===== config.mk =====
export PLATFORM = sky130hd
export DESIGN_NAME = cmd_queue_flat
export DESIGN_NICKNAME = d
export VERILOG_FILES = /design/src/rtl/cmd_queue_if.sv /design/src/rtl/cmd_queue.sv /design/src/flat_wrapper.sv
export SDC_FILE = /design/constraint.sdc
export NUM_CORES = 1
export LEC_CHECK = 0
export CAP_MARGIN = 20
export CORE_MARGIN = 2
export CORE_UTILIZATION = 55
export CTS_BUF_LIST = sky130_fd_sc_hd__clkbuf_4
export DETAILED_ROUTE_END_ITERATION = 10
export PLACE_DENSITY_LB_ADDON = 0.12
export SLEW_MARGIN = 30
export SYNTH_ARGS = -nofsm -noshare
export SYNTH_HDL_FRONTEND = slang
export SYNTH_SLANG_ARGS = --single-unit

===== constraint.sdc =====
create_clock -name clk -period 6.9 [get_ports clk]
set_clock_uncertainty 0.1 [all_clocks]
set_input_delay 1.035 -clock clk [delete_from_list [all_inputs] [get_ports clk]]
set_output_delay 1.035 -clock clk [all_outputs]
set_load 0.005 [all_outputs]

===== src/rtl/cmd_queue_if.sv =====
// -----------------------------------------------------------------------------
// cmd_queue_if
// Handshake bundle for cmd_queue: per-source command strobes on the input
// side, and the FIFO head valid/ready pair on the output side.
//   src_valid  NSRC        one-cycle command strobe per source
//   src_cmd    NSRC*CMD_W  command code per source, source i at [i*CMD_W +: CMD_W]
//   out_valid  1           FIFO head valid
//   out_cmd    CMD_W       FIFO head code
//   out_ready  1           consumer takes the head this cycle
// master = command producers / consumer side, slave = the queue itself.
// -----------------------------------------------------------------------------
interface cmd_queue_if #(
    parameter int NSRC  = 4,
    parameter int CMD_W = 4
);
    logic [NSRC-1:0]       src_valid;
    logic [NSRC*CMD_W-1:0] src_cmd;
    logic                  out_valid;
    logic [CMD_W-1:0]      out_cmd;
    logic                  out_ready;

    modport master (
        output src_valid,
        output src_cmd,
        output out_ready,
        input  out_valid,
        input  out_cmd
    );

    modport slave (
        input  src_valid,
        input  src_cmd,
        input  out_ready,
        output out_valid,
        output out_cmd
    );
endinterface


===== src/rtl/cmd_queue.sv =====
// -----------------------------------------------------------------------------
// cmd_queue
// Game command queue: NSRC prioritised command sources (index 0 highest) plus
// a lowest-priority gravity timer feed a DEPTH-entry FIFO. At most one command
// is enqueued per cycle; lost commands bump a saturating drop counter.
// Ports:
//   clk          sole clock, rising edge
//   rst          synchronous active-high reset
//   enable       game running; low flushes the queue and gravity state
//   bus          cmd_queue_if.slave (src_valid/src_cmd in, out_valid/out_cmd/
//                out_ready FIFO head handshake)
//   grav_period  clocks per automatic command, 0 disables gravity
//   grav_cmd     code injected by the gravity timer
//   count        current FIFO occupancy
//   drop_cnt     saturating count of cycles in which a command was lost
// -----------------------------------------------------------------------------
module cmd_queue #(
    parameter int NSRC   = 4,
    parameter int DEPTH  = 16,
    parameter int CMD_W  = 4,
    parameter int TICK_W = 32
) (
    input  logic                     clk,
    input  logic                     rst,
    input  logic                     enable,
    cmd_queue_if.slave               bus,
    input  logic [TICK_W-1:0]        grav_period,
    input  logic [CMD_W-1:0]         grav_cmd,
    output logic [$clog2(DEPTH):0]   count,
    output logic [7:0]               drop_cnt
);
    localparam int AW = $clog2(DEPTH);
    localparam int CW = AW + 1;

    // Storage: plain array, written only on push, read through out_cmd_reg.
    logic [CMD_W-1:0]  mem [DEPTH];

    logic [AW-1:0]     rd_ptr_reg;
    logic [AW-1:0]     wr_ptr_reg;
    logic [CW-1:0]     count_reg;
    logic [CMD_W-1:0]  out_cmd_reg;
    logic [TICK_W-1:0] grav_cnt_reg;
    logic              grav_pend_reg;
    logic [7:0]        drop_cnt_reg;

    // Per-source request: strobe with a non-NONE code.
    logic [NSRC-1:0]   req;

    genvar gi;
    generate
        for (gi = 0; gi < NSRC; gi++) begin : g_req
            assign req[gi] = bus.src_valid[gi] &&
                             (bus.src_cmd[gi*CMD_W +: CMD_W] != '0);
        end
    endgenerate

    // Lowest index wins: scan from the top so the last hit is the winner.
    logic             win_valid;
    logic [CMD_W-1:0] win_cmd;

    always_comb begin
        win_valid = 1'b0;
        win_cmd   = '0;
        for (int i = NSRC - 1; i >= 0; i--) begin
            if (req[i]) begin
                win_valid = 1'b1;
                win_cmd   = bus.src_cmd[i*CMD_W +: CMD_W];
            end
        end
    end

    // More than one request bit set means at least one loser this cycle.
    logic multi_req;
    assign multi_req = |(req & (req - NSRC'(1)));

    logic             pop;
    logic             space;
    logic             grav_expire;
    logic             grav_avail;
    logic             win_grav;
    logic             push;
    logic             grav_push;
    logic             drop_event;
    logic [CMD_W-1:0] push_cmd;
    logic [AW-1:0]    rd_next;
    logic [CW-1:0]    count_next;

    assign pop   = (count_reg != '0) && bus.out_ready;
    // A full queue still accepts a push when the head leaves the same cycle.
    assign space = (count_reg != CW'(DEPTH)) || pop;

    // ">=" rather than "==" so a shortened period takes effect at once.
    assign grav_expire = (grav_period != '0) &&
                         (grav_cnt_reg >= grav_period - TICK_W'(1));
    // An expiry can be served in the very cycle it happens.
    assign grav_avail  = grav_pend_reg || grav_expire;
    // A player command equal to the gravity code satisfies the gravity tick.
    assign win_grav    = win_valid && (win_cmd == grav_cmd);

    assign push_cmd   = win_valid ? win_cmd : grav_cmd;
    assign push       = (win_valid || grav_avail) && space;
    assign grav_push  = !win_valid && grav_avail && space;
    // Losers and a full-queue discard in the same cycle count only once.
    assign drop_event = multi_req || (win_valid && !space);

    assign rd_next = pop ? rd_ptr_reg + AW'(1) : rd_ptr_reg;

    always_comb begin
        count_next = count_reg;
        if (push && !pop) begin
            count_next = count_reg + CW'(1);
        end else if (!push && pop) begin
            count_next = count_reg - CW'(1);
        end
    end

    always_ff @(posedge clk) begin
        if (!rst && enable && push) begin
            mem[wr_ptr_reg] <= push_cmd;
        end
    end

    always_ff @(posedge clk) begin
        if (rst) begin
            rd_ptr_reg    <= '0;
            wr_ptr_reg    <= '0;
            count_reg     <= '0;
            out_cmd_reg   <= '0;
            grav_cnt_reg  <= '0;
            grav_pend_reg <= 1'b0;
            drop_cnt_reg  <= '0;
        end else if (!enable) begin
            rd_ptr_reg    <= '0;
            wr_ptr_reg    <= '0;
            count_reg     <= '0;
            out_cmd_reg   <= '0;
            grav_cnt_reg  <= '0;
            grav_pend_reg <= 1'b0;
        end else begin
            if (push) begin
                wr_ptr_reg <= wr_ptr_reg + AW'(1);
            end
            rd_ptr_reg <= rd_next;
            count_reg  <= count_next;

            // Next head is the entry being written now only when the queue
            // drains to (or starts from) empty; otherwise it is in storage.
            if (push && (rd_next == wr_ptr_reg)) begin
                out_cmd_reg <= push_cmd;
            end else begin
                out_cmd_reg <= mem[rd_next];
            end

            if (win_grav) begin
                grav_cnt_reg <= '0;
            end else if (grav_period != '0) begin
                grav_cnt_reg <= grav_expire ? '0 : grav_cnt_reg + TICK_W'(1);
            end

            // Pending gravity survives until it is enqueued or superseded.
            grav_pend_reg <= win_grav ? 1'b0 : (grav_avail && !grav_push);

            if (drop_event && (drop_cnt_reg != 8'hFF)) begin
                drop_cnt_reg <= drop_cnt_reg + 8'd1;
            end
        end
    end

    assign bus.out_valid = (count_reg != '0);
    assign bus.out_cmd   = out_cmd_reg;
    assign count         = count_reg;
    assign drop_cnt      = drop_cnt_reg;
endmodule

===== src/flat_wrapper.sv =====
// flat-port wrapper written by rule: the top's interface ports become plain ports
module cmd_queue_flat 
#(
    parameter int NSRC   = 4,
    parameter int DEPTH  = 16,
    parameter int CMD_W  = 4,
    parameter int TICK_W = 32
)
  (clk, rst, enable, grav_period, grav_cmd, count, drop_cnt, bus_src_valid, bus_src_cmd, bus_out_ready, bus_out_valid, bus_out_cmd);
  cmd_queue_if #(.NSRC(NSRC), .CMD_W(CMD_W)) bus_i ();
  input  logic clk;
  input  logic rst;
  input  logic enable;
  input  logic [TICK_W-1:0] grav_period;
  input  logic [CMD_W-1:0] grav_cmd;
  output logic [$clog2(DEPTH):0] count;
  output logic [7:0] drop_cnt;
  input wire logic [$bits(bus_i.src_valid)-1:0] bus_src_valid;
  input wire logic [$bits(bus_i.src_cmd)-1:0] bus_src_cmd;
  input wire logic [$bits(bus_i.out_ready)-1:0] bus_out_ready;
  output wire logic [$bits(bus_i.out_valid)-1:0] bus_out_valid;
  output wire logic [$bits(bus_i.out_cmd)-1:0] bus_out_cmd;
  assign bus_i.src_valid = bus_src_valid;
  assign bus_i.src_cmd = bus_src_cmd;
  assign bus_i.out_ready = bus_out_ready;
  assign bus_out_valid = bus_i.out_valid;
  assign bus_out_cmd = bus_i.out_cmd;
  cmd_queue #(.NSRC(NSRC), .DEPTH(DEPTH), .CMD_W(CMD_W), .TICK_W(TICK_W)) u_core (.clk(clk), .rst(rst), .enable(enable), .bus(bus_i), .grav_period(grav_period), .grav_cmd(grav_cmd), .count(count), .drop_cnt(drop_cnt));
endmodule

Yosys cells after proc, flatten, opt, wreduce, memory -nomap -nowiden
Memories as Yosys holds them, arrays and structs flattened. A register that Yosys moved wholly into a read port is not among the register bits. Index checks and enable logic that the tools add are counted. W data, S select, Z words.

Register bits: 54. Bits in latches: 0. Memory bits (writable): 64. Bits in read-only memories: 0. Bits of input ports: 60. Output and inout port bits: 18. Memories: 1.

Add/sub/neg operators: 8. Multipliers: 0. Div/mod/pow operators: 0. Magnitude comparators: 1. Equal/unequal tests: 3. Shifts and indexed selects: 0. Mux-type cells: 15. Bitwise operators: 2. Reduce and logical (&&, ||, !) cells: 38.

Memory list: u_core.mem (depth 16, width 4, rd ports 1, clocked after Yosys merged registers in 1, write ports 1, line cmd_queue.sv:36) `logic [CMD_W-1:0] mem [DEPTH];`.

Operators with widths (count): $add A32 B1 Y32 const B (1); $ge A32 B32 Y1 (1); $mux W32 (1); $reduce_bool A32 Y1 (1); $sub A32 B1 Y32 const B (1); $mux W4 (6); $logic_and A1 B1 Y1 (17); $reduce_bool A4 Y1 (4); $mux W5 (2); $add A4 B1 Y4 const B (2); $add A8 B1 Y8 const B (1); $ne A8 B8 Y1 const B (1); $logic_not A1 Y1 (6); $mux W1 (6); $add A5 B1 Y5 const B (1); $ne A5 B5 Y1 const B (1); $reduce_bool A5 Y1 (1); $sub A5 B1 Y5 const B (1); $and A4 B4 Y4 (1); $eq A4 B4 Y1 (1); $logic_or A1 B1 Y1 (4); $reduce_or A4 Y1 (1); $sub A4 B1 Y4 const B (1); $reduce_or A3 Y1 (1); other kinds (4) (4).

Depth between registers and ports, before layout
Gate-level depths: netlist of the first run.

Depth in word-level cells: 12. Depth in mapped cells: 25. Depth with buffers taken out: 23.

Least setup slack after synthesis of the first run
OpenSTA, ideal clock, no wires.

Path kind: input to register. Start point: input port grav_period[6]. End point: register u_core.count_reg[4], in the netlist u_core.count[4]. Data arrival time: 6.003 ns. Setup slack: 0.726 ns. Stages: 24. Cell sequence: or4_4 nor3_1 nand4_1 or3_1 clkbuf_1 nor2_1 nand3b_1 xor2_1 ha_1 nand4_1 nor4_1 nand4_1 a31oi_1 nor3_2 nor2_1 clkbuf_1 ha_1 inv_1 ha_1 a21o_1 a21oi_1 xnor2_1 or3_1 a21oi_1.

Longest elaborated chain between the ends: 9.

RTL lines: start, declared (line flat_wrapper.sv:14) `input logic [TICK_W-1:0] grav_period;`; $sub A32 B1 Y32 (line cmd_queue.sv:94) `(grav_cnt_reg >= grav_period - TICK_W'(1));`; $ge A32 B32 Y1 (line cmd_queue.sv:94); $logic_and A1 B1 Y1 * (line cmd_queue.sv:93) `assign grav_expire = (grav_period != '0) &&`; $logic_or A1 B1 Y1 * (line cmd_queue.sv:96) `assign grav_avail = grav_pend_reg || grav_expire;`; $logic_or A1 B1 Y1 * (line cmd_queue.sv:101) `assign push = (win_valid || grav_avail) && space;`; $logic_and A1 B1 Y1 * (line cmd_queue.sv:101); via u_core.push (line cmd_queue.sv:81) `logic push;`; $logic_not A1 Y1 (line cmd_queue.sv:112) `end else if (!push && pop) begin`; $logic_and A1 B1 Y1 (line cmd_queue.sv:112); $reduce_bool A2 Y1 (no source line); end signal, assigned (line cmd_queue.sv:144) `count_reg <= count_next;`; end, declared (line cmd_queue.sv:40) `logic [CW-1:0] count_reg;`.

The timed path passes the listed nets; every way through them passes the cells marked *. A chain may end at the register's enable or synchronous reset.

Final worst setup path of the first run
Start point: input port grav_period[6]. End point: register u_core.count_reg[4], in the netlist u_core.count[4].

Longest elaborated chain between the ends: 9.

RTL lines (line): $sub A32 B1 Y32 (cmd_queue.sv:94); $ge A32 B32 Y1 (cmd_queue.sv:94); $logic_and A1 B1 Y1 * (cmd_queue.sv:93); $logic_or A1 B1 Y1 * (cmd_queue.sv:96); $logic_or A1 B1 Y1 * (cmd_queue.sv:101); $logic_and A1 B1 Y1 * (cmd_queue.sv:101); $logic_not A1 Y1 (cmd_queue.sv:112); $logic_and A1 B1 Y1 (cmd_queue.sv:112); $reduce_bool A2 Y1 (no source line).

Every way passes the cells marked *; elsewhere a longest branch is shown, timed or not.

==> results.cfg, run 1 <==
[die]
die_x_um = 121
dieArea_sq_mm = 0.0146
core-area_sq_mm = 0.0133
initial_core_util_pct = 56.3
rows = 42
die_y_um = 121
pin_count = 78

[cts]
cts_root_buf = clkbuf_4
cts_tree = done
cts_buffer_depth = 2
path_clk_slew_ps = 130
cts_buffers = 17
clock_sinks = 122
clkLatencyLatePin_ps = 530
htreeDepth = 4

[yosys]
synth_cell_types = 74
syn_area_sq_mm = 0.00749
yosysWarnings = 0
synth_flop_cell = edfxtp_1
synth_top_area_share_pct = 25.7
synth_cells = 752
seq_area_frac_synth_pct = 41.2
avgSynthCellArea_sq_um = 9.96
syn_nets = 859
synth-async-reset-ratio_pct = 0
synth-edff-count = 64
synth-seq-cells = 122
yosys.area.top_type = edfxtp_1
synth_area_leaders = edfxtp_1 (26%), dfxtp_1 (16%), ha_1 (7.7%)

[detailed_routing]
post_drt_wl_per_cell_um = 17.2
drcViolationCount = 0
routed_wirelength_mm = 17.6
initialDrtViolationCount = 457
drt_first_pass_iters = 7
drtAntennaViolNets = 0
vias_per_cell = 5.98
routed-via-count = 6120

[power_and_ir_drop]
swShare_pct = 35.9
p_int_uw = 1290
seq_power_share_pct = 41.6
p_leak_uw = 0.00309
p_clk_share_pct = 24.0
p_sw_uw = 720
p_per_area_mw_per_mm2 = 230
power_uw = 2010
pwr-share-comb_pct = 34.4
ir_drop_uv = 103

[sta]
holdWs_ps = 405
min_period_over_period_pct = 94.9
min_period_ps = 6550
rsz0062_at_grt = false
setup_viol = 0
finalHoldViolations = 0
relSlewSlack_pct = 43.1
final_max_slew_viol_count = 0
worstMarginPinSlew_ps = 852
clock.fmax_mhz = 153

[placement]
hpwl_mm = 13.3
gp_congestion = 0.866
numPortBuffers = 77

[worst_setup_path]
crit_cells = 23
worstSetupStartpointType = input port
critPathLaunch = grav_period[6]
cpMaxStageDelayCell = or4_4
worstPathMaxFanout = 6
cp_top_family = simple AND/OR/NAND/NOR gates
crit_buf_inv = 2
reg2reg_to = u_core.count[4]
worstPathRequired_ps = 7270
reg2reg_from = u_core.grav_cnt_reg[1]
endpoint = u_core.count[4]
cp.arrival_ps = 6920
critical_path_class = input port to flop
max_stage_delay_ps = 600
rr_worst_depth = 15
rrSetupSlack_ps = 2840
crit_path_cell_trace = clkdlybuf4s50_1 -> or4_4 -> nor3_1 -> nand4_1 -> or3_1 -> nor2_1 -> nand3b_1 -> xor2_1 -> ha_1 -> nand4_1 -> nor4_1 -> nand4_1 -> a31oi_2 -> nor3_2 -> nor2_1 -> ha_1 -> inv_1 -> ha_1 -> a21o_1 -> a21oi_1 -> xnor2_1 -> or3_1 -> a21oi_1
critPathCaptureType = flop

[global_route]
first_global_vias = 6081
grt_pass1_wl_mm = 29.0
gr-usage-met1_pct = 29.5
top_usage_layer = met2
use_met2_pct = 45.1
grtUsageMet3_pct = 4.25
grt_use_total_pct = 25.2
antenna_found_initial = 1
grt_max_degree = 39
grt_overflow = 0

[finish]
largest_register_ffs = 64
fill_cells = 1081
multi_input_area_sq_mm = 0.00425
area_growth_pct = 16.4
nets = 941
drive_above_1_share_pct = 8.03
regArea_sq_mm = 0.00308

[job]
maxCapViolCount = 0

[outcome]
status = completed

[min_path]
min_path_type = flop to flop
cells in the final DEF, fill, tap and decap left out, types with 4 or more instances in the layout:
cell / count
nor2_1: 98
clkdlybuf4s50_1: 77
edfxtp_1: 64
dfxtp_1: 58
ha_1: 46
nand2_1: 45
xnor2_1: 44
xor2_1: 33
nand3_1: 32
mux2i_1: 30
a21oi_1: 22
and3_1: 22
inv_1: 20
nor3_1: 20
o221ai_1: 20
clkbuf_4: 17
nand4_1: 14
and2_1: 14
o21ai_0: 13
a22oi_1: 12
a21o_1: 10
or4_1: 7
or3_1: 7
o22ai_1: 6
buf_4: 6
nor4_1: 5
nor3b_1: 5
inv_6: 5
o41a_1: 4
o211ai_1: 4
nor3_2: 4
mux2_4: 4
Yosys cell counts, drive strengths merged, types with 6 or more instances:
cell / count
a21o: 10
a21oi: 22
a22oi: 12
and2: 15
and3: 22
buf: 11
clkbuf: 9
dfxtp: 58
edfxtp: 64
ha: 46
inv: 21
mux2i: 30
nand2: 46
nand3: 32
nand4: 14
nor2: 98
nor3: 24
nor4: 7
o21ai: 16
o221ai: 20
o22ai: 6
or3: 7
or4: 8
xnor2: 46
xor2: 34
power groups by stage:
stage	Clock [uW]	Sequential, uW	Combinational [uW]
floorplan	0	845	462
global placement	0	850	659
detailed placement	0	853	681
CTS	492	836	683
global route	521	841	753
finish	481	836	690
cells by family (layout without fill, tap and decap cells):
group	Yosys count	in the layout	share of synthesized area (%)
and+or+nand+nor	294	294	20.2
other	0	1	0
DFF	122	122	41.2
muxes	35	35	4.96
xor gates and xnor gates	80	80	9.65
AOI/OAI and AO/OA	132	132	13.7
adders and majority gates	48	48	8.08
buffers and inverters	41	136	2.20
cell type report:
cell class,instances,share of cell area [%]
multi-input combinational,589,48.8
antenna,1,0.0287
clock inverter,15,1.61
tap,176,2.53
timing repair buffer,83,9.35
clock buffer,17,1.46
inverter,21,0.904
sequential,122,35.4
stage by stage:
stage	util [%]	TNS (ps)	setup WS [ps]	instance area (sq um)	cells
4_1_cts	65.5	0	403	8710	1023
2_1_floorplan	-	0	726	7490	752
3_3_place_gp	63.5	0	98.5	8440	991
6_report	65.6	0	352	8720	1024
3_5_place_dp	63.5	-197	-187	8440	991
5_1_grt	65.6	0	41.9	8720	1024
worst min path at each step:
stage / start / to / slack (ps) / cells past startpoint
after floorplan: u_core.grav_pend_reg / u_core.grav_pend_reg / 360 / 2
after detailed placement: u_core.wr_ptr_reg[3] / u_core.wr_ptr_reg[3] / 390 / 2
final: u_core.wr_ptr_reg[3] / u_core.wr_ptr_reg[3] / 410 / 2
after global routing: u_core.wr_ptr_reg[3] / u_core.wr_ptr_reg[3] / 440 / 2
after CTS: u_core.wr_ptr_reg[3] / u_core.wr_ptr_reg[3] / 410 / 2
after global placement: u_core.wr_ptr_reg[3] / u_core.wr_ptr_reg[3] / 380 / 2
worst reg2reg max path, stage by stage, from the launching register on:
cell      delay, ps
dfxtp_1         460
ha_1            280
nor2b_1         140
o211a_1         200
o311ai_0        500
a31oi_2         210
nor3_2          340
nor2_1          160
ha_1            280
inv_1           140
ha_1            260
a21o_1          190
a21oi_1         190
xnor2_1         100
or3_1           310
a21oi_1         140
layer usage:
metal | vias up | wire length [um]
met5 | - | 0
met4 | 0 | 461
met3 | 38 | 909
met2 | 225 | 8910
met1 | 2877 | 7320
li1 | 2980 | -
what timing repair did:
action,4_1_cts,5_1_grt
hold buffers,0,0
resized for setup,0,1
endpoints found under the setup margin,0,1
setup buffers,0,0
Power figures use the tool's default switching activity.
==> run 2, diff against run 1 <==
- CORE_MARGIN: 2 -> unset
==> run 2 against run 1 <==
Maximum frequency is essentially flat. Sequential cell count did not move. Clock power rose by 6.9%. Final cell count is the same.
==> results.cfg, run 2 (synthesis gave the netlist of run 1 again) <==
[outcome]
status = completed

[job]
maxCapViolCount = 0

[worst_setup_path]
worstPathMaxFanout = 6
reg2reg_from = u_core.grav_cnt_reg[1]
rr_worst_depth = 15
worstPathRequired_ps = 7250
crit_path_cell_trace = clkdlybuf4s50_1 -> or4_4 -> nor3_1 -> nand3_1 -> or2_2 -> nor2_1 -> nand2_1 -> xor2_1 -> ha_1 -> nand4_1 -> nor4_2 -> nand4_1 -> a31oi_1 -> nor3_2 -> nor2_1 -> ha_1 -> inv_1 -> ha_1 -> a21o_1 -> a21oi_1 -> xnor2_1 -> or3_1 -> a21oi_1
rrSetupSlack_ps = 2820
max_stage_delay_ps = 610
cpMaxStageDelayCell = or4_4
cp.arrival_ps = 6910
critPathCaptureType = flop
crit_top_cell = ha_1
critical_path_class = input port to flop
reg2reg_to = u_core.count[4]
worstSetupStartpointType = input port

[global_route]
grt_pass1_wl_mm = 29.0
grt_use_total_pct = 26.0
grt_max_degree = 39
antenna_found_initial = 0
grt_overflow = 0
first_global_vias = 6140

[die]
initial_core_util_pct = 56.6
core-area_sq_mm = 0.0132
die_y_um = 119
dieArea_sq_mm = 0.0141
rows = 42
die_x_um = 119
pin_count = 78

[detailed_routing]
post_drt_wl_per_cell_um = 17.0
drcViolationCount = 0
drtAntennaViolNets = 0
routed_wirelength_mm = 17.4
drt_first_pass_iters = 5
routed-via-count = 6163
vias_per_cell = 6.02
initialDrtViolationCount = 429

[cts]
clkLatencyLatePin_ps = 520
cts_buffers = 17
holdBufCountCts = 0
cts_tree = done
clock_sinks = 122
cts_buffer_depth = 2
path_clk_slew_ps = 110
cts_root_buf = clkbuf_4
htreeDepth = 4
post_cts_buffers = 0

[placement]
numPortBuffers = 77
dpl_cell_area_sq_mm = 0.00845
hpwl_mm = 13.2
gp_congestion = 0.877
place_ws_ps = -115

[power_and_ir_drop]
power_uw = 2050
ir_drop_uv = 123
p_leak_uw = 0.00311
p_per_area_mw_per_mm2 = 234

[min_path]
min_path_type = flop to flop
hold_start = u_core.grav_pend_reg
whs_path_depth = 2
min_to = u_core.grav_pend_reg

[finish]
final_cell_mix = nor2_1 (98), clkdlybuf4s50_1 (77), edfxtp_1 (64)
drive_above_1_share_pct = 8.14
fill_cells = 1094
area_growth_pct = 16.8
final_common_cell = nor2_1
nets = 942
largest_register_ffs = 64
diodes = 0
final_area_sq_mm = 0.00875

[sta]
min_period_over_period_pct = 94.9
final_max_slew_viol_count = 0
finalHoldViolations = 0
worstMarginPinSlew_ps = 986
setup_viol = 0
relSlewSlack_pct = 34.1
clock.fmax_mhz = 153
setup_slack_ps = 349
min_period_ps = 6550
-- run 2: changes by cell type in the layout (fill, tap and decap cells not counted), sizes merged --
| cell | previous run | this run |
|---|---|---|
| clkinv | 6 | 4 |
| buf | 6 | 7 |
| bufinv | 1 | 2 |
| clkbuf | 17 | 18 |
| diode | 1 | 0 |
-- run 2: worst max path at each step --
stage,from,endpoint,cells after the start
after global routing,grav_period[6],u_core.count[4],23
final,grav_period[6],u_core.count[4],23
after CTS,grav_period[6],u_core.count[4],23
after detailed placement,grav_period[6],u_core.count[4],23
after global placement,grav_period[6],u_core.count[4],23
after floorplan,grav_period[6],u_core.count[4],24
-- run 2: critical path, delay by kind of cell --
| family | cells | cell delay, ps |
|---|---|---|
| xor gates and xnor gates | 2 | 280 |
| adders and majority gates | 3 | 910 |
| buffers and inverters | 2 | 620 |
| AOI/OAI and AO/OA | 4 | 890 |
| and+or+nand+nor | 12 | 3170 |
-- run 2: area by class of cell --
class	count	area, sq um	area share, %
Clock buffer	18	135	1.54
Clock inverter	14	159	1.82
Inverter	21	78.8	0.901
Multi-Input combinational cell	589	4250	48.6
Sequential cell	122	3080	35.2
Tap cell	176	220	2.52
Timing Repair Buffer	84	823	9.41
-- run 2: where the power goes --
part           internal [uW]  switching [uW]
Sequential               796            38.4
Combinational            307             391
Clock                    227             288
Total                   1330             717
-- run 2: per-stage QoR --
stage / util, % / hold WS [ps] / std cells / TNS, ps
final: 66.1 / 408 / 1024 / 0
after CTS: 66.0 / 410 / 1024 / 0
after floorplan: - / 361 / 752 / 0
after global placement: 63.8 / 379 / 992 / 0
after detailed placement: 63.8 / 394 / 992 / -115
after global routing: 66.1 / 441 / 1024 / -27.2
-- run 2: timing repair --
| item | 4_1_cts | 5_1_grt |
|---|---|---|
| endpoints found under the hold margin | 0 | 0 |
| setup endpoints to repair | 0 | 1 |
| gates resized for setup | 0 | 1 |
-- run 2: per-layer routing --
| metal | GRT usage [%] | wire length [um] | part of all wire [%] | vias to the layer above |
|---|---|---|---|---|
| li1 | - | - | - | 2982 |
| met1 | 29.6 | 7190 | 41 | 2944 |
| met2 | 46.3 | 8930 | 51 | 196 |
| met3 | 4.63 | 797 | 4.6 | 41 |
| met4 | 13.1 | 473 | 2.7 | 0 |
| met5 | 0 | 0 | 0 | - |
